$ cat config.mk
export PLATFORM = sky130hd
export DESIGN_NAME = led_matrix_scan_flat
export DESIGN_NICKNAME = d
export VERILOG_FILES = /design/src/rtl/led_pkg.sv /design/src/rtl/led_matrix_scan_if.sv /design/src/rtl/led_pwm_cmp.sv /design/src/rtl/led_matrix_scan.sv /design/src/flat_wrapper.sv
export SDC_FILE = /design/constraint.sdc
export NUM_CORES = 1
export LEC_CHECK = 0
export CAP_MARGIN = 20
export CELL_PAD_IN_SITES_DETAIL_PLACEMENT = 0
export CELL_PAD_IN_SITES_GLOBAL_PLACEMENT = 1
export CORE_UTILIZATION = 40
export CTS_CLUSTER_SIZE = 25
export DETAILED_ROUTE_END_ITERATION = 8
export HOLD_SLACK_MARGIN = 0.05
export PLACE_DENSITY_LB_ADDON = 0.1
export SLEW_MARGIN = 15
export SYNTH_ARGS = -nofsm -noshare
export SYNTH_HDL_FRONTEND = slang
export SYNTH_SLANG_ARGS = --single-unit
$ cat constraint.sdc
create_clock -name CLK -period 3.6 [get_ports CLK]
set_input_delay 0.72 -clock CLK [delete_from_list [all_inputs] [get_ports CLK]]
set_output_delay 0.72 -clock CLK [all_outputs]
set_load 0.05 [all_outputs]
$ cat src/rtl/led_pkg.sv
// Shared types and constant helpers for the row-scanned LED matrix driver.
package led_pkg;

    // Scanner states: parked, inter-row blanking, row being driven.
    typedef enum logic [1:0] {
        ST_IDLE  = 2'd0,
        ST_BLANK = 2'd1,
        ST_DRIVE = 2'd2
    } state_t;

    // Ceiling log2, never less than 1 so every counter/index has at least one bit.
    function automatic int clog2(input int n);
        int r;
        r = 0;
        for (int v = 1; v < n; v = v * 2) begin
            r++;
        end
        return (r < 1) ? 1 : r;
    endfunction

    // Inactive drive level for a bus of the given width: all-ones when the
    // pins are active-low, all-zeros otherwise. Buses wider than 64 are not supported.
    function automatic logic [63:0] inactive_level(input int act_low, input int width);
        logic [63:0] v;
        v = '0;
        for (int i = 0; i < 64; i++) begin
            if (i < width && act_low != 0) begin
                v[i] = 1'b1;
            end
        end
        return v;
    endfunction

endpackage

$ cat src/rtl/led_matrix_scan_if.sv
// Bitmap/brightness inputs and matrix pin outputs of the LED scanner.
interface led_matrix_scan_if
    import led_pkg::*;
#(
    parameter int ROWS        = 8,
    parameter int COLS        = 8,
    parameter int BRIGHT_BITS = 2
) ();

    localparam int RW = clog2(ROWS);

    logic                   OE;
    logic [ROWS*COLS-1:0]   data;
    logic [BRIGHT_BITS-1:0] brightness;
    logic [ROWS-1:0]        row;
    logic [COLS-1:0]        column;
    logic [RW-1:0]          row_idx;
    logic                   frame_start;

    modport master (
        output OE, data, brightness,
        input  row, column, row_idx, frame_start
    );

    modport slave (
        input  OE, data, brightness,
        output row, column, row_idx, frame_start
    );

endinterface

$ cat src/rtl/led_pwm_cmp.sv
// Dwell counter for one driven row plus the brightness compare that gates
// the columns. gate_next refers to the dwell cycle the counter moves into
// at the coming edge, so the registered column output lines up with it.
module led_pwm_cmp #(
    parameter int BRIGHT_BITS = 2
) (
    input  logic                   CLK,
    input  logic                   RSTn,
    input  logic                   clear,
    input  logic                   start,
    input  logic                   advance,
    input  logic [BRIGHT_BITS-1:0] bright,
    output logic                   last,
    output logic                   gate_next
);

    localparam logic [BRIGHT_BITS-1:0] CNT_MAX = '1;
    localparam logic [BRIGHT_BITS-1:0] CNT_ONE = BRIGHT_BITS'(1);

    logic [BRIGHT_BITS-1:0] dwell_cnt;
    logic [BRIGHT_BITS-1:0] cnt_next;

    // Next dwell index: restart on row entry or scanner park, step while driving.
    // The count wraps to 0 on its own after the last dwell cycle.
    always_comb begin
        cnt_next = dwell_cnt;
        if (clear || start) begin
            cnt_next = '0;
        end else if (advance) begin
            cnt_next = dwell_cnt + CNT_ONE;
        end
    end

    // Dwell counter register.
    always_ff @(posedge CLK) begin
        if (!RSTn) begin
            dwell_cnt <= '0;
        end else begin
            dwell_cnt <= cnt_next;
        end
    end

    assign last      = advance && (dwell_cnt == CNT_MAX);
    assign gate_next = (cnt_next <= bright);

endmodule

$ cat src/rtl/led_matrix_scan.sv
// Row-scanned LED matrix driver: one row lit at a time, bitmap and brightness
// latched at each frame start, blank gap before every row, PWM column gating.
module led_matrix_scan
    import led_pkg::*;
#(
    parameter int ROWS        = 8,
    parameter int COLS        = 8,
    parameter int BRIGHT_BITS = 2,
    parameter int BLANK       = 1,
    parameter int ROW_ACT_LOW = 0,
    parameter int COL_ACT_LOW = 0
) (
    input logic              CLK,
    input logic              RSTn,
    led_matrix_scan_if.slave bus
);

    localparam int RW = clog2(ROWS);
    localparam int BW = clog2(BLANK);

    localparam logic [63:0]     ROW_OFF_W = inactive_level(ROW_ACT_LOW, ROWS);
    localparam logic [63:0]     COL_OFF_W = inactive_level(COL_ACT_LOW, COLS);
    localparam logic [ROWS-1:0] ROW_OFF   = ROW_OFF_W[ROWS-1:0];
    localparam logic [COLS-1:0] COL_OFF   = COL_OFF_W[COLS-1:0];
    localparam logic [ROWS-1:0] ROW_ONE   = ROWS'(1);

    localparam logic [RW-1:0] IDX_LAST   = RW'(ROWS - 1);
    localparam logic [RW-1:0] IDX_ONE    = RW'(1);
    localparam logic [BW-1:0] BLANK_LAST = BW'(BLANK - 1);
    localparam logic [BW-1:0] BLANK_ONE  = BW'(1);

    state_t                 state;
    logic [BW-1:0]          blank_cnt;
    logic [RW-1:0]          row_idx_q;
    logic [ROWS*COLS-1:0]   shadow;
    logic [BRIGHT_BITS-1:0] bright_q;
    logic [ROWS-1:0]        row_q;
    logic [COLS-1:0]        column_q;
    logic                   frame_start_q;

    logic [COLS-1:0] row_bits;
    logic            blank_done;
    logic            pwm_clear;
    logic            pwm_start;
    logic            pwm_advance;
    logic            pwm_last;
    logic            pwm_gate;

    assign row_bits    = shadow[row_idx_q*COLS +: COLS];
    assign blank_done  = (state == ST_BLANK) && (blank_cnt == BLANK_LAST);
    assign pwm_clear   = !bus.OE;
    assign pwm_start   = bus.OE && blank_done;
    assign pwm_advance = bus.OE && (state == ST_DRIVE);

    led_pwm_cmp #(
        .BRIGHT_BITS(BRIGHT_BITS)
    ) u_pwm (
        .CLK       (CLK),
        .RSTn      (RSTn),
        .clear     (pwm_clear),
        .start     (pwm_start),
        .advance   (pwm_advance),
        .bright    (bright_q),
        .last      (pwm_last),
        .gate_next (pwm_gate)
    );

    // Scanner FSM with registered pin outputs; outputs for a state are set on
    // the same edge that enters it. Frame start (entering BLANK at row 0)
    // is the only place the shadow bitmap and brightness are reloaded.
    always_ff @(posedge CLK) begin
        if (!RSTn) begin
            state         <= ST_IDLE;
            blank_cnt     <= '0;
            row_idx_q     <= '0;
            shadow        <= '0;
            bright_q      <= '0;
            row_q         <= ROW_OFF;
            column_q      <= COL_OFF;
            frame_start_q <= 1'b0;
        end else if (!bus.OE) begin
            state         <= ST_IDLE;
            blank_cnt     <= '0;
            row_idx_q     <= '0;
            row_q         <= ROW_OFF;
            column_q      <= COL_OFF;
            frame_start_q <= 1'b0;
        end else begin
            frame_start_q <= 1'b0;
            case (state)
                ST_IDLE: begin
                    state         <= ST_BLANK;
                    blank_cnt     <= '0;
                    shadow        <= bus.data;
                    bright_q      <= bus.brightness;
                    frame_start_q <= 1'b1;
                    row_q         <= ROW_OFF;
                    column_q      <= COL_OFF;
                end
                ST_BLANK: begin
                    if (blank_done) begin
                        state     <= ST_DRIVE;
                        blank_cnt <= '0;
                        row_q     <= (ROW_ONE << row_idx_q) ^ ROW_OFF;
                        column_q  <= pwm_gate ? (row_bits ^ COL_OFF) : COL_OFF;
                    end else begin
                        blank_cnt <= blank_cnt + BLANK_ONE;
                    end
                end
                ST_DRIVE: begin
                    if (pwm_last) begin
                        state     <= ST_BLANK;
                        blank_cnt <= '0;
                        row_q     <= ROW_OFF;
                        column_q  <= COL_OFF;
                        if (row_idx_q == IDX_LAST) begin
                            row_idx_q     <= '0;
                            shadow        <= bus.data;
                            bright_q      <= bus.brightness;
                            frame_start_q <= 1'b1;
                        end else begin
                            row_idx_q <= row_idx_q + IDX_ONE;
                        end
                    end else begin
                        column_q <= pwm_gate ? (row_bits ^ COL_OFF) : COL_OFF;
                    end
                end
                default: begin
                    state     <= ST_IDLE;
                    blank_cnt <= '0;
                    row_idx_q <= '0;
                    row_q     <= ROW_OFF;
                    column_q  <= COL_OFF;
                end
            endcase
        end
    end

    assign bus.row         = row_q;
    assign bus.column      = column_q;
    assign bus.row_idx     = row_idx_q;
    assign bus.frame_start = frame_start_q;

endmodule

$ cat src/flat_wrapper.sv
// flat-port wrapper written by rule: the top's interface ports become plain ports
module led_matrix_scan_flat import led_pkg::*;
#(
    parameter int ROWS        = 8,
    parameter int COLS        = 8,
    parameter int BRIGHT_BITS = 2,
    parameter int BLANK       = 1,
    parameter int ROW_ACT_LOW = 0,
    parameter int COL_ACT_LOW = 0
)
  (CLK, RSTn, bus_OE, bus_data, bus_brightness, bus_row, bus_column, bus_row_idx, bus_frame_start);
  led_matrix_scan_if #(.ROWS(ROWS), .COLS(COLS), .BRIGHT_BITS(BRIGHT_BITS)) bus_i ();
  input logic CLK;
  input logic RSTn;
  input wire logic [$bits(bus_i.OE)-1:0] bus_OE;
  input wire logic [$bits(bus_i.data)-1:0] bus_data;
  input wire logic [$bits(bus_i.brightness)-1:0] bus_brightness;
  output wire logic [$bits(bus_i.row)-1:0] bus_row;
  output wire logic [$bits(bus_i.column)-1:0] bus_column;
  output wire logic [$bits(bus_i.row_idx)-1:0] bus_row_idx;
  output wire logic [$bits(bus_i.frame_start)-1:0] bus_frame_start;
  assign bus_i.OE = bus_OE;
  assign bus_i.data = bus_data;
  assign bus_i.brightness = bus_brightness;
  assign bus_row = bus_i.row;
  assign bus_column = bus_i.column;
  assign bus_row_idx = bus_i.row_idx;
  assign bus_frame_start = bus_i.frame_start;
  led_matrix_scan #(.ROWS(ROWS), .COLS(COLS), .BRIGHT_BITS(BRIGHT_BITS), .BLANK(BLANK), .ROW_ACT_LOW(ROW_ACT_LOW), .COL_ACT_LOW(COL_ACT_LOW)) u_core (.CLK(CLK), .RSTn(RSTn), .bus(bus_i));
endmodule
=== Yosys cells after proc, flatten, opt, wreduce, memory -nomap -nowiden ===
Index checks and enable logic that the tools add are counted.

* Register bits after elaboration: 91
* Input port bits: 69

* Reduce and logical (&&, ||, !) cells: 13
* Eq/ne operators: 7
* Order comparisons: 1
* Add/subtract/negate cells: 3
* Bitwise logic cells: 2
* Shifts and indexed selects: 2
* Muxes and demuxes: 27

{| class="wikitable"
|+ Operators with widths
! operator !! count
|-
| $mux W64 || 2
|-
| $pmux W64 S2 || 1
|-
| $shiftx A64 B7 Y8 || 1
|-
| $mux W8 || 5
|-
| $pmux W8 S2 || 2
|-
| $mux W2 || 6
|-
| $shl A1 B3 Y8 const A || 1
|-
| $mux W3 || 2
|-
| $pmux W2 S3 || 1
|-
| $pmux W3 S2 || 1
|-
| $reduce_and A2 Y1 || 3
|-
| $eq A2 B2 Y1 const B || 2
|-
| $logic_and A1 B1 Y1 || 4
|-
| $mux W1 || 4
|-
| $ne A2 B1 Y1 const B || 2
|-
| $pmux W1 S2 || 2
|-
| $pmux W2 S2 || 1
|-
| $reduce_and A4 Y1 || 1
|-
| $add A3 B1 Y3 const B || 1
|-
| $eq A3 B3 Y1 const B || 1
|-
| $add A2 B1 Y2 const B || 1
|-
| $eq A2 B1 Y1 const B || 1
|-
| $le A2 B2 Y1 || 1
|-
| $logic_not A2 Y1 || 1
|-
| 7 further kinds || 8
|}

=== Depth between registers and ports, before layout ===
Gate-level depths: netlist of run 1.

* Depth in word-level cells: 9
* Depth in mapped cells: 10
* Mapped depth without buffers: 10

=== Cells and area by module ===
Synthesis of run 1 repeated with hierarchy kept, for this count alone.

* Cells, all modules: 452
* Area total of the unflattened synthesis: 4,106.4 um^2

{| class="wikitable"
|+ By module, submodules not included
! module !! seq. area each (um^2) !! instances !! cells an instance !! area each (um^2)
|-
| led_matrix_scan || 1,781.7 || 1 || 435 || 3,956.3
|-
| led_pwm_cmp || 40.0 || 1 || 17 || 150.1
|}

=== Worst setup path before layout of run 1 ===
Ideal clock, no wire load.

* Path type: reg2reg
* From: register u_core.state[0]
* To: register u_core.column_q[0], in the netlist u_core.bus.column[0]
* Cell stages (with the launch flop): 11
* Path slack: 1.560 ns
* Clock period less this slack: 2.040 ns
* Path buffers: 1
* Arrival: 1.979 ns
* Required time: 3.540 ns
* Cells stage by stage: dfxtp_1 > inv_1 > ha_1 > buf_6 > mux2i_1 > nor2_1 > ha_1 > nor2b_1 > a2bb2oi_1 > a211oi_4 > a22o_1

* Word-level cells in the longest chain between the ends: 9

{| class="wikitable"
|+ RTL lines
! element !! line !! source
|-
| start, declared || led_matrix_scan.sv:32 || <nowiki>state_t state;</nowiki>
|-
| start signal, assigned || led_matrix_scan.sv:73 || <nowiki>state <= ST_IDLE;</nowiki>
|-
| start signal, assigned || led_matrix_scan.sv:82 || <nowiki>state <= ST_IDLE;</nowiki>
|-
| start signal, assigned || led_matrix_scan.sv:92 || <nowiki>state <= ST_BLANK;</nowiki>
|-
| $eq A2 B1 Y1 || led_matrix_scan.sv:50 || <nowiki>assign blank_done = (state == ST_BLANK) && (blank_cnt == BLANK_LAST);</nowiki>
|-
| $logic_and A1 B1 Y1 || led_matrix_scan.sv:50 ||
|-
| $logic_and A1 B1 Y1 || led_matrix_scan.sv:52 || <nowiki>assign pwm_start = bus.OE && blank_done;</nowiki>
|-
| $logic_or A1 B1 Y1 || led_pwm_cmp.sv:27 || <nowiki>if (clear || start) begin</nowiki>
|-
| $mux W2 * || led_pwm_cmp.sv:27 ||
|-
| named net u_core.u_pwm.cnt_next[1] || led_pwm_cmp.sv:21 || <nowiki>logic [BRIGHT_BITS-1:0] cnt_next;</nowiki>
|-
| $le A2 B2 Y1 * || led_pwm_cmp.sv:44 || <nowiki>assign gate_next = (cnt_next <= bright);</nowiki>
|-
| $mux W8 * || led_matrix_scan.sv:105, led_matrix_scan.sv:125 ||
|-
| $mux W8, on equally long branches || led_matrix_scan.sv:111, led_matrix_scan.sv:101 ||
|-
| $pmux W8 S2 * || led_matrix_scan.sv:90 || <nowiki>case (state)</nowiki>
|-
| end signal, assigned || led_matrix_scan.sv:105 || <nowiki>column_q <= pwm_gate ? (row_bits ^ COL_OFF) : COL_OFF;</nowiki>
|-
| end signal, assigned || led_matrix_scan.sv:125 || <nowiki>column_q <= pwm_gate ? (row_bits ^ COL_OFF) : COL_OFF;</nowiki>
|-
| end, declared || led_matrix_scan.sv:38 || <nowiki>logic [COLS-1:0] column_q;</nowiki>
|}

The timed path passes the listed nets; every way through them passes the cells marked *. The select of a mux whose other input is x is not followed.
A chain may end at the register's enable or synchronous reset.

=== Worst setup path in the final report of run 1 ===
* From: register u_core.row_idx_q[2], in the netlist u_core.bus.row_idx[2]
* To: output bus_row_idx[2]

{| class="wikitable"
|+ RTL lines
! element !! line !! source
|-
| start, declared || led_matrix_scan.sv:34 || <nowiki>logic [RW-1:0] row_idx_q;</nowiki>
|-
| start signal, assigned || led_matrix_scan.sv:122 || <nowiki>row_idx_q <= row_idx_q + IDX_ONE;</nowiki>
|-
| end, declared || flat_wrapper.sv:20 || <nowiki>output wire logic [$bits(bus_i.row_idx)-1:0] bus_row_idx;</nowiki>
|}

No word-level cell between the ends.

==> results of run 1 <==
==> metrics by stage <==
step | total power, mW | hold slack, ns | cells | cell area [µm²]
final | 1.98 | 0.457 | 665 | 5060
after global routing | 2.06 | 0.472 | 665 | 5060
after CTS | 2.00 | 0.457 | 665 | 5060
after detailed placement | 1.37 | 0.445 | 649 | 4880
after global placement | 1.37 | 0.439 | 649 | 4880
after floorplan | 1.26 | 0.433 | 456 | 3950
==> registers in the layout (all words and copies together) (netlist names), 2 cells and up <==
register	flops
u_core.bus.row_idx	3
u_core.shadow	64
u_core.u_pwm.dwell_cnt	2
u_core.bus.row	8
u_core.bright_q	2
u_core.state	2
u_core.bus.column	8
==> worst max-delay path by stage <==
stage,startpoint,end,slack [ns],depth (start not counted)
final,u_core.bus.row_idx[2],bus_row_idx[2],0.89,1
after global routing,u_core.bus.row_idx[2],bus_row_idx[2],0.81,1
after CTS,u_core.bus.row_idx[2],bus_row_idx[2],0.90,1
after detailed placement,bus_OE,u_core.bus.column[0],0.87,8
after global placement,bus_OE,u_core.bus.column[0],0.93,8
after floorplan,u_core.state[0],u_core.bus.column[0],1.56,10
==> layer usage <==
metal	part of all wire	wire, µm	GRT usage	vias up
met4	0.0099	93	0.0602	0
met5	0	0	0	-
met3	0.037	348	0.0304	9
met2	0.44	4160	0.305	88
met1	0.51	4760	0.266	1533
li1	-	-	-	1676
==> cells by family (layout without fill, tap and decap cells) <==
| kind of cell | after synthesis | after routing | synth area share |
|---|---|---|---|
| muxes | 18 | 18 | 0.0964 |
| buffers and inverters | 38 | 118 | 0.0517 |
| adders and majority gates | 14 | 14 | 0.0444 |
| DFF | 91 | 91 | 0.462 |
| and+or+nand+nor | 200 | 200 | 0.206 |
| AOI/OAI and AO/OA | 94 | 94 | 0.137 |
| xor gates and xnor gates | 1 | 1 | 0.00222 |
==> area by class of cell <==
type	count	area [µm²]	area share
clock buffers	9	124	0.0245
clock inverters	7	53.8	0.0106
inverters	7	26.3	0.00519
multi-input cells	327	1930	0.381
flip-flops and latches	91	1820	0.360
well taps	129	161	0.0319
repair buffers	95	946	0.187
==> where the power goes <==
part	internal (mW)	leakage (nW)	switching (mW)	total, mW
registers	1.06	0.744	0.0254	1.08
logic	0.135	1.05	0.130	0.265
clock network	0.256	0.0871	0.375	0.631
total	1.45	1.88	0.531	1.98
==> cell usage in the layout (no fill, tap or decap), types with 2 or more instances in the layout <==
cell | Yosys | layout
a21oi_1 | 77 | 77
a22o_1 | 8 | 8
a22oi_1 | 2 | 2
and3_2 | 2 | 2
buf_4 | 2 | 6
clkbuf_8 | 0 | 9
clkdlybuf4s50_1 | 0 | 88
clkinv_2 | 0 | 2
clkinv_4 | 0 | 2
clkinvlp_4 | 0 | 2
dfxtp_1 | 91 | 91
ha_1 | 14 | 14
inv_1 | 5 | 5
mux2i_1 | 2 | 2
mux4_2 | 16 | 16
nand2_1 | 170 | 170
nand3_1 | 4 | 4
nand4_1 | 3 | 3
nor2_1 | 7 | 7
nor2b_1 | 2 | 2
nor3_1 | 2 | 2
==> synth_stat cells, types with 2 or more instances <==
library cell  number  area share
a21oi_1           77       0.098
a22o_1             8       0.018
a22oi_1            2      0.0038
and3_2             2      0.0038
buf_2             13       0.016
buf_4              2      0.0038
buf_6              5       0.014
clkbuf_1          10      0.0095
dfxtp_1           91        0.46
ha_1              14       0.044
inv_1              5      0.0048
mux2i_1            2      0.0051
mux4_2            16       0.091
nand2_1          170        0.16
nand3_1            4      0.0051
nand4_1            3      0.0048
nor2_1             7      0.0067
nor2b_1            2      0.0032
nor3_1             2      0.0025
o21a_1             2      0.0038
==> qor.yml, run 1 <==
outcome:
  status: "finished, final reports clean"
critical_path:
  regToRegEndpoint: "u_core.bus.column[0]"
  cpPeakStageDelay_ns: 0.92
  required_ns: 2.88
  crit_slowest_cell: "clkdlybuf4s50_1"
  rrSetupSlack_ns: 1.17
  end_kind: "output port"
  setup.worst_path.start_class: "register"
  crit_chain: "clkdlybuf4s50_1"
  critical_path_class: "register to output port"
  arrival_ns: 1.99
  path_buf_inv: 1
  worstPathMaxFanout: 16
  r2r-start: "u_core.state[1]"
  cp_top_family: "buffers and inverters"
  worst_r2r_path_depth: 10
final_layout:
  antenna_cells: 0
  syn2layout_area_growth_pct: 28.3
  finalNetCount: 614
  drive_above_1_share: 0.0914
  post-route-util: 0.538
  fill_cells: 916
global_route:
  globalRouteTotalUtil: 0.191
  grt_overflow: 0
  grt_pass1_wl_mm: 15.1
  grt_start_max_net_pins: 67
  antenna_found_initial: 0
  grt_pass1_vias: 3096
floorplanning:
  num_io_pins: 89
  core_mm2: 0.00942
  initial_core_util: 0.419
  die_y_um: 101
  rows: 35
  die_w_um: 101
  dieArea_mm2: 0.0103
clocking:
  cts_tree: "done"
  ctsRootBufferMaster: "clkbuf_8"
  htreeDepth: 3
  clkSinkCount: 91
  ctsHoldBuffers: 0
  cts_buffer_depth: 2
  cts_buffers: 9
  post_cts_buffers: 0
  clk_pin_slew_worst_paths_ns: 0.09
  post_cts_resized: 0
  clock_latency_ns: 0.35
route:
  drtIter0Drc: 154
  ant_nets: 0
  drt_wl_total_mm: 9.37
  vias_per_cell: 4.97
  drc: 0
  drt_pass1_iterations: 5
  vias: 3306
  wl_per_cell_um: 14.1
sta:
  setup_slack_ns: 0.890
  rsz0062_at_grt: "false"
  fin_tns_setup_ns: 0
  finalCriticalPeriod_ns: 2.71
  finalSetupViolCount: 0
  clock_skew_ns: 0.0137
  hold_viol: 0
  finalMaxSlewViolations: 0
  fmax_ghz: 0.369
  period_share: 0.753
  relSlewSlack: 0.593
  worst_slew_pin_slew_ns: 0.609
yosys:
  syn-num-nets: 539
  ys_seq_elements: 91
  synth-edff-count: 0
  synth.distinct_cells: 39
  async_reset_ff_frac: 0
  synthCells: 456
  synth_area_mm2: 0.00395
  avgSynthCellArea_um2: 8.65
  synth_seq_area_share: 0.462
  synthFlopType: "dfxtp_1"
  yosysWarningCount: 0
power:
  ir_worst_vdd_mv: 0.169
  power_leakage_nw: 1.88
  cellPowerDensity_mw_per_mm2: 391
place:
  numPortBuffers: 88
  dp.final_hpwl_mm: 6.68
  place_ws_ns: 0.870
  place_congestion: 0.810
min_path:
  hp-class: "register to register"
  holdPathEnd: "u_core.shadow[46]"
  min_from: "u_core.shadow[46]"
  whs_path_depth: 2
run:
  cap_violations: 0
(Power assumes the default switching activity.)
==> run 2: changes to the inputs <==
--- a/config.mk
+++ b/config.mk
@@ -8,7 +8,7 @@
 export CAP_MARGIN = 20
 export CELL_PAD_IN_SITES_DETAIL_PLACEMENT = 0
 export CELL_PAD_IN_SITES_GLOBAL_PLACEMENT = 1
-export CORE_UTILIZATION = 40
+export CORE_UTILIZATION = 34
 export CTS_CLUSTER_SIZE = 25
 export DETAILED_ROUTE_END_ITERATION = 8
 export HOLD_SLACK_MARGIN = 0.05
==> constraint.sdc (replaced) <==
create_clock -name CLK -period 2.2 [get_ports CLK]
set_input_delay 0.44 -clock CLK [delete_from_list [all_inputs] [get_ports CLK]]
set_output_delay 0.44 -clock CLK [all_outputs]
set_load 0.05 [all_outputs]
==> qor.yml, run 2 (synthesis gave the netlist of run 1 again) <==
final_layout:
  post-route-util: 0.482  # -0.0560
  syn2layout_area_growth_pct: 35.2
  final_cell_mix: "nand2_1 (170), dfxtp_1 (89), clkdlybuf4s50_1 (85)"
  postLayoutCellArea_mm2: 0.00534  # +5.4%
  layout_commonest_cell: "nand2_1"
  finalNetCount: 623  # +1.5%
  drive_above_1_share: 0.128  # +0.0370
  antenna_cells: 0  # unchanged
  largest_register_ffs: 64  # unchanged
  regMostFlops: "u_core.shadow"
  fill_cells: 1127  # +23%
floorplanning:
  dieArea_mm2: 0.0120  # +17%
  die_w_um: 110  # +8.3%
  initial_core_util: 0.356  # -0.0629
  rows: 38  # +8.6%
  num_io_pins: 89  # unchanged
  core_mm2: 0.0111  # +18%
  die_y_um: 110  # +8.3%
outcome:
  status: "finished, final reports clean"
route:
  vias: 3291  # -0.45%
  ant_nets: 0  # unchanged
  wl_per_cell_um: 14.6  # +3.7%
  drtIter0Drc: 128  # -17%
  drt_pass1_iterations: 4  # -1
  drc: 0  # unchanged
  drt_wl_total_mm: 10.0  # +6.8%
  vias_per_cell: 4.80  # -3.4%
min_path:
  whs_path_depth: 2  # unchanged
  min_from: "u_core.shadow[10]"
  hp-class: "register to register"
  holdPathEnd: "u_core.shadow[10]"
critical_path:
  end_kind: "register"
  r2r-start: "u_core.state[1]"
  worst_r2r_path_depth: 11  # +1
  crit_chain: "inv_1 > ha_2 > nand2b_1 > nand2_1 > nor2_2 > ha_1 > nor2b_2 > a2bb2oi_2 > a211oi_4 > buf_6 > a22o_1"
  regToRegEndpoint: "u_core.bus.column[3]"
  arrival_ns: 2.38  # +0.39 ns
  setup.worst_path.start_class: "register"
  worstPathMaxFanout: 8  # -8
  required_ns: 2.48  # -0.40 ns
  critical_path_class: "register to register"
  rrSetupSlack_ns: 0.10  # -1.07 ns
  crit_slowest_cell: "dfxtp_4"
  cpPeakStageDelay_ns: 0.36  # -0.56 ns
power:
  power_leakage_nw: 2.01  # +6.6%
  cellPowerDensity_mw_per_mm2: 690  # +77%
  ir_worst_vdd_mv: 0.331  # +96%
global_route:
  grt_pass1_vias: 3202  # +3.4%
  grt_overflow: 0  # unchanged
  grt_pass1_wl_mm: 16.2  # +7.1%
  antenna_found_initial: 0  # unchanged
  grt_start_max_net_pins: 44  # -34%
  globalRouteTotalUtil: 0.179  # -0.0119
sta:
  worst_slew_pin_slew_ns: 0.539  # -0.0701 ns
  hold_viol: 0  # unchanged
  finalCriticalPeriod_ns: 2.10
  clock_skew_ns: 0.00416  # -0.00954 ns
  period_share: 0.954
  finalMaxSlewViolations: 0  # unchanged
  relSlewSlack: 0.640  # +0.0462
  fmax_ghz: 0.477
  rsz0062_at_grt: "false"
  finalSetupViolCount: 0  # unchanged
clocking:
  cts_buffers: 9  # unchanged
  ctsRootBufferMaster: "clkbuf_16"
  cts_buffer_depth: 2  # unchanged
  htreeDepth: 3  # unchanged
  cts_tree: "done"
  clock_latency_ns: 0.34  # about the same
  clk_pin_slew_worst_paths_ns: 0.06  # -0.03 ns
  clkSinkCount: 91  # unchanged
place:
  place_area_mm2: 0.00500  # +2.4%
  numPortBuffers: 88  # unchanged
  place_congestion: 0.757  # -6.4%
  dp.final_hpwl_mm: 7.12  # +6.6%
run:
  cap_violations: 0  # unchanged
==> run 2: cell count changes in the layout (fill, tap and decap cells not counted), moves of 2 or more <==
| cell | before | now |
|---|---|---|
| buf_4 | 6 | 13 |
| clkinv_4 | 2 | 0 |
| clkbuf_16 | 0 | 9 |
| ha_1 | 14 | 12 |
| clkbuf_8 | 9 | 2 |
| clkinv_2 | 2 | 4 |
| buf_12 | 1 | 5 |
| dfxtp_1 | 91 | 89 |
| clkdlybuf4s50_1 | 88 | 85 |
==> run 2: how the worst max path moves through the flow <==
stage | start | end | slack (ns)
finish | u_core.state[1] | u_core.bus.column[3] | 0.10
global route | u_core.state[1] | u_core.bus.column[2] | 0.003
CTS | u_core.state[0] | u_core.bus.column[3] | 0.04
detailed placement | bus_OE | u_core.bus.column[3] | -0.09
global placement | bus_OE | u_core.bus.column[3] | -0.05
floorplan | u_core.state[0] | u_core.bus.column[0] | 0.16
==> run 2: through the flow <==
step	setup WS (ns)	hold WS (ns)	instances	TNS [ns]	power [mW]
after floorplan	0.160	0.433	456	0	2.05
after global routing	0.00256	0.477	685	0	3.84
after detailed placement	-0.0873	0.443	668	-0.617	2.27
after CTS	0.0412	0.452	685	0	3.72
after global placement	-0.0466	0.440	668	-0.370	2.26
final	0.102	0.451	685	0	3.68
==> run 2: what timing repair did <==
item	in CTS	in global routing
gates resized for setup	2	11
setup buffers	1	0
gates cloned	0	0
hold buffers	0	0
pin swaps	1	2
setup endpoints to repair	8	8
==> run 2: final cells by class <==
type | instances | area [µm²] | share of cell area
Sequential cell | 91 | 1830 | 0.342
Inverter | 7 | 26.3 | 0.00492
Timing Repair Buffer | 104 | 1060 | 0.199
Clock buffer | 11 | 253 | 0.0474
Multi-Input combinational cell | 327 | 1970 | 0.369
Clock inverter | 5 | 27.5 | 0.00516
Tap cell | 140 | 175 | 0.0328
==> run 2: routing by layer <==
layer / vias to the layer above / part of all wire / track usage
met3: 12 / 0.032 / 0.0249
met5: - / 0 / 0
li1: 1700 / - / -
met1: 1516 / 0.49 / 0.245
met2: 63 / 0.46 / 0.282
met4: 0 / 0.017 / 0.0781
==> run 2: worst max-delay path, delay by kind of cell, from the launching register on <==
kind | cells | cell delay, ns
AO/OA/AOI/OAI | 3 | 0.50
adder cells (fa/ha/maj) | 2 | 0.50
buffers and inverters | 2 | 0.26
flip-flops | 1 | 0.36
AND/OR/NAND/NOR | 4 | 0.42
==> run 2: power by group <==
part           total [mW]  leakage, nW  switching (mW)  internal [mW]
Sequential           1.77        0.745          0.0430           1.73
Combinational       0.458         1.12           0.220          0.238
Clock                1.45        0.141           0.632          0.819
==> run 3: changes to the inputs <==
--- a/config.mk
+++ b/config.mk
@@ -12,6 +12,7 @@
 export CTS_CLUSTER_SIZE = 25
 export DETAILED_ROUTE_END_ITERATION = 8
 export HOLD_SLACK_MARGIN = 0.05
+export MAX_ROUTING_LAYER = met4
 export PLACE_DENSITY_LB_ADDON = 0.1
 export SLEW_MARGIN = 15
 export SYNTH_ARGS = -nofsm -noshare
==> qor.yml, run 3 (synthesis gave the netlist of run 1 again) <==
route:
  vias_per_cell: 4.79  # -0.24%
  vias: 3283  # -0.24%
  drc: 0  # unchanged
  drtIter0Drc: 132  # +3.1%
  drt_pass1_iterations: 4  # unchanged
  ant_nets: 0  # unchanged
  drt_wl_total_mm: 10.0  # about the same
  wl_per_cell_um: 14.6  # about the same
floorplanning:
  die_w_um: 110  # unchanged
  num_io_pins: 89  # unchanged
  dieArea_mm2: 0.0120  # unchanged
  core_mm2: 0.0111  # unchanged
  initial_core_util: 0.356  # unchanged
  rows: 38  # unchanged
  die_y_um: 110  # unchanged
place:
  dp.final_hpwl_mm: 7.12  # unchanged
  dp.cells: 668  # unchanged
  place_congestion: 0.767  # +1.3%
  numPortBuffers: 88  # unchanged
sta:
  finalSetupViolCount: 0  # unchanged
  worst_slew_pin_slew_ns: 0.545  # +0.00589 ns
  clock_skew_ns: 0.00410  # -0.0000571 ns
  hold_viol: 0  # unchanged
  relSlewSlack: 0.636  # -0.00394
  finalCriticalPeriod_ns: 2.10  # +0.00126 ns
  period_share: 0.954  # about the same
  fmax_ghz: 0.476  # about the same
  finalMaxSlewViolations: 0  # unchanged
global_route:
  grt_use_met1: 0.250  # +0.00478
  globalRouteTotalUtil: 0.185  # +0.00575
  grtUsageMet2: 0.279  # -0.00314
  grt.busiest_layer: "met2"
  antenna_found_initial: 0  # unchanged
  grt_pass1_vias: 3186  # -0.50%
  use_met3: 0.0237  # -0.00119
  grt_pass1_wl_mm: 16.2  # +0.13%
  grt_overflow: 0  # unchanged
  grt_start_max_net_pins: 44  # unchanged
power:
  finalPower_mw: 3.68  # about the same
  cellPowerDensity_mw_per_mm2: 690  # about the same
  ir_worst_vdd_mv: 0.331  # about the same
  power_leakage_nw: 2.01  # unchanged
final_layout:
  layout_commonest_cell: "nand2_1"
  largest_register_ffs: 64  # unchanged
  post-route-util: 0.482  # unchanged
  finalNetCount: 623  # unchanged
  final_cell_mix: "nand2_1 (170), dfxtp_1 (89), clkdlybuf4s50_1 (85)"
  syn2layout_area_growth_pct: 35.2  # unchanged
  regMostFlops: "u_core.shadow"
  stdcell_count: 685  # unchanged
  antenna_cells: 0  # unchanged
  drive_above_1_share: 0.128  # unchanged
clocking:
  htreeDepth: 3  # unchanged
  ctsRootBufferMaster: "clkbuf_16"
  clkSinkCount: 91  # unchanged
  clk_pin_slew_worst_paths_ns: 0.06  # about the same
  clock_latency_ns: 0.34  # about the same
  cts_buffers: 9  # unchanged
  cts_buffer_depth: 2  # unchanged
  cts_tree: "done"
critical_path:
  crit_chain: "inv_1 > ha_2 > nand2b_1 > nand2_1 > nor2_2 > ha_1 > nor2b_2 > a2bb2oi_2 > a211oi_4 > buf_6 > a22o_1"
  cpPeakStageDelay_ns: 0.36  # about the same
  path_buf_inv: 2  # unchanged
  crit_slowest_cell: "dfxtp_4"
  cp_top_family: "adder cells"
  critical_path_class: "register to register"
  rrSetupSlack_ns: 0.10  # about the same
  arrival_ns: 2.38  # about the same
  setup.worst_path.start_class: "register"
  required_ns: 2.48  # about the same
  worstPathMaxFanout: 8  # unchanged
  end_kind: "register"
min_path:
  hp-class: "register to register"
run:
  cap_violations: 0  # unchanged
outcome:
  status: "finished, final reports clean"
-- run 3: repair_timing --
action / in CTS / in global routing
pin swaps: 1 / 2
gates resized for setup: 2 / 11
hold buffers: 0 / 0
cloned: 0 / 0
setup endpoints to repair: 8 / 8
setup buffers: 1 / 0
-- run 3: worst register-to-register path: stages, from the launching register on --
cell	delay, ns
dfxtp_4	0.36
inv_1	0.10
ha_2	0.19
nand2b_1	0.09
nand2_1	0.11
nor2_2	0.05
ha_1	0.31
nor2b_2	0.17
a2bb2oi_2	0.17
a211oi_4	0.21
buf_6	0.16
a22o_1	0.13
-- run 3: per-stage QoR --
step           setup TNS [ns]  worst slack, ns  hold slack [ns]  area, µm²
2_1_floorplan               0            0.160            0.433       3950
3_3_place_gp           -0.370          -0.0466            0.440       5000
3_5_place_dp           -0.617          -0.0873            0.443       5000
4_1_cts                     0           0.0412            0.452       5300
5_1_grt             -0.000247        -0.000247            0.477       5340
6_report                    0            0.101            0.451       5340
-- run 3: report_power, final --
| part | switching (mW) | total [mW] | internal [mW] |
|---|---|---|---|
| logic | 0.221 | 0.459 | 0.238 |
| registers | 0.0428 | 1.77 | 1.73 |
| clock network | 0.632 | 1.45 | 0.819 |
-- run 3: per-layer routing --
layer  up-vias  wire length, µm
li1       1701                -
met1      1506             4980
met2        64             4530
met3        12              330
met4         0              170
met5         -                0
-- run 3: layout make-up --
class | instances | area (µm²)
clock buffer | 11 | 253
clock inverter | 5 | 27.5
fill | 1127 | 5740
inverter | 7 | 26.3
multi-input combinational | 327 | 1970
sequential | 91 | 1830
tap | 140 | 175
timing repair buffer | 104 | 1060
-- run 3: path summary, 6_finish.rpt --
check | cells after the start | start | endpoint
setup reg to reg | 11 | u_core.state[1] | u_core.bus.column[3]
setup / recovery | 11 | u_core.state[1] | u_core.bus.column[3]
hold reg to reg | 2 | u_core.shadow[10] | u_core.shadow[10]
hold / removal | 2 | u_core.shadow[10] | u_core.shadow[10]
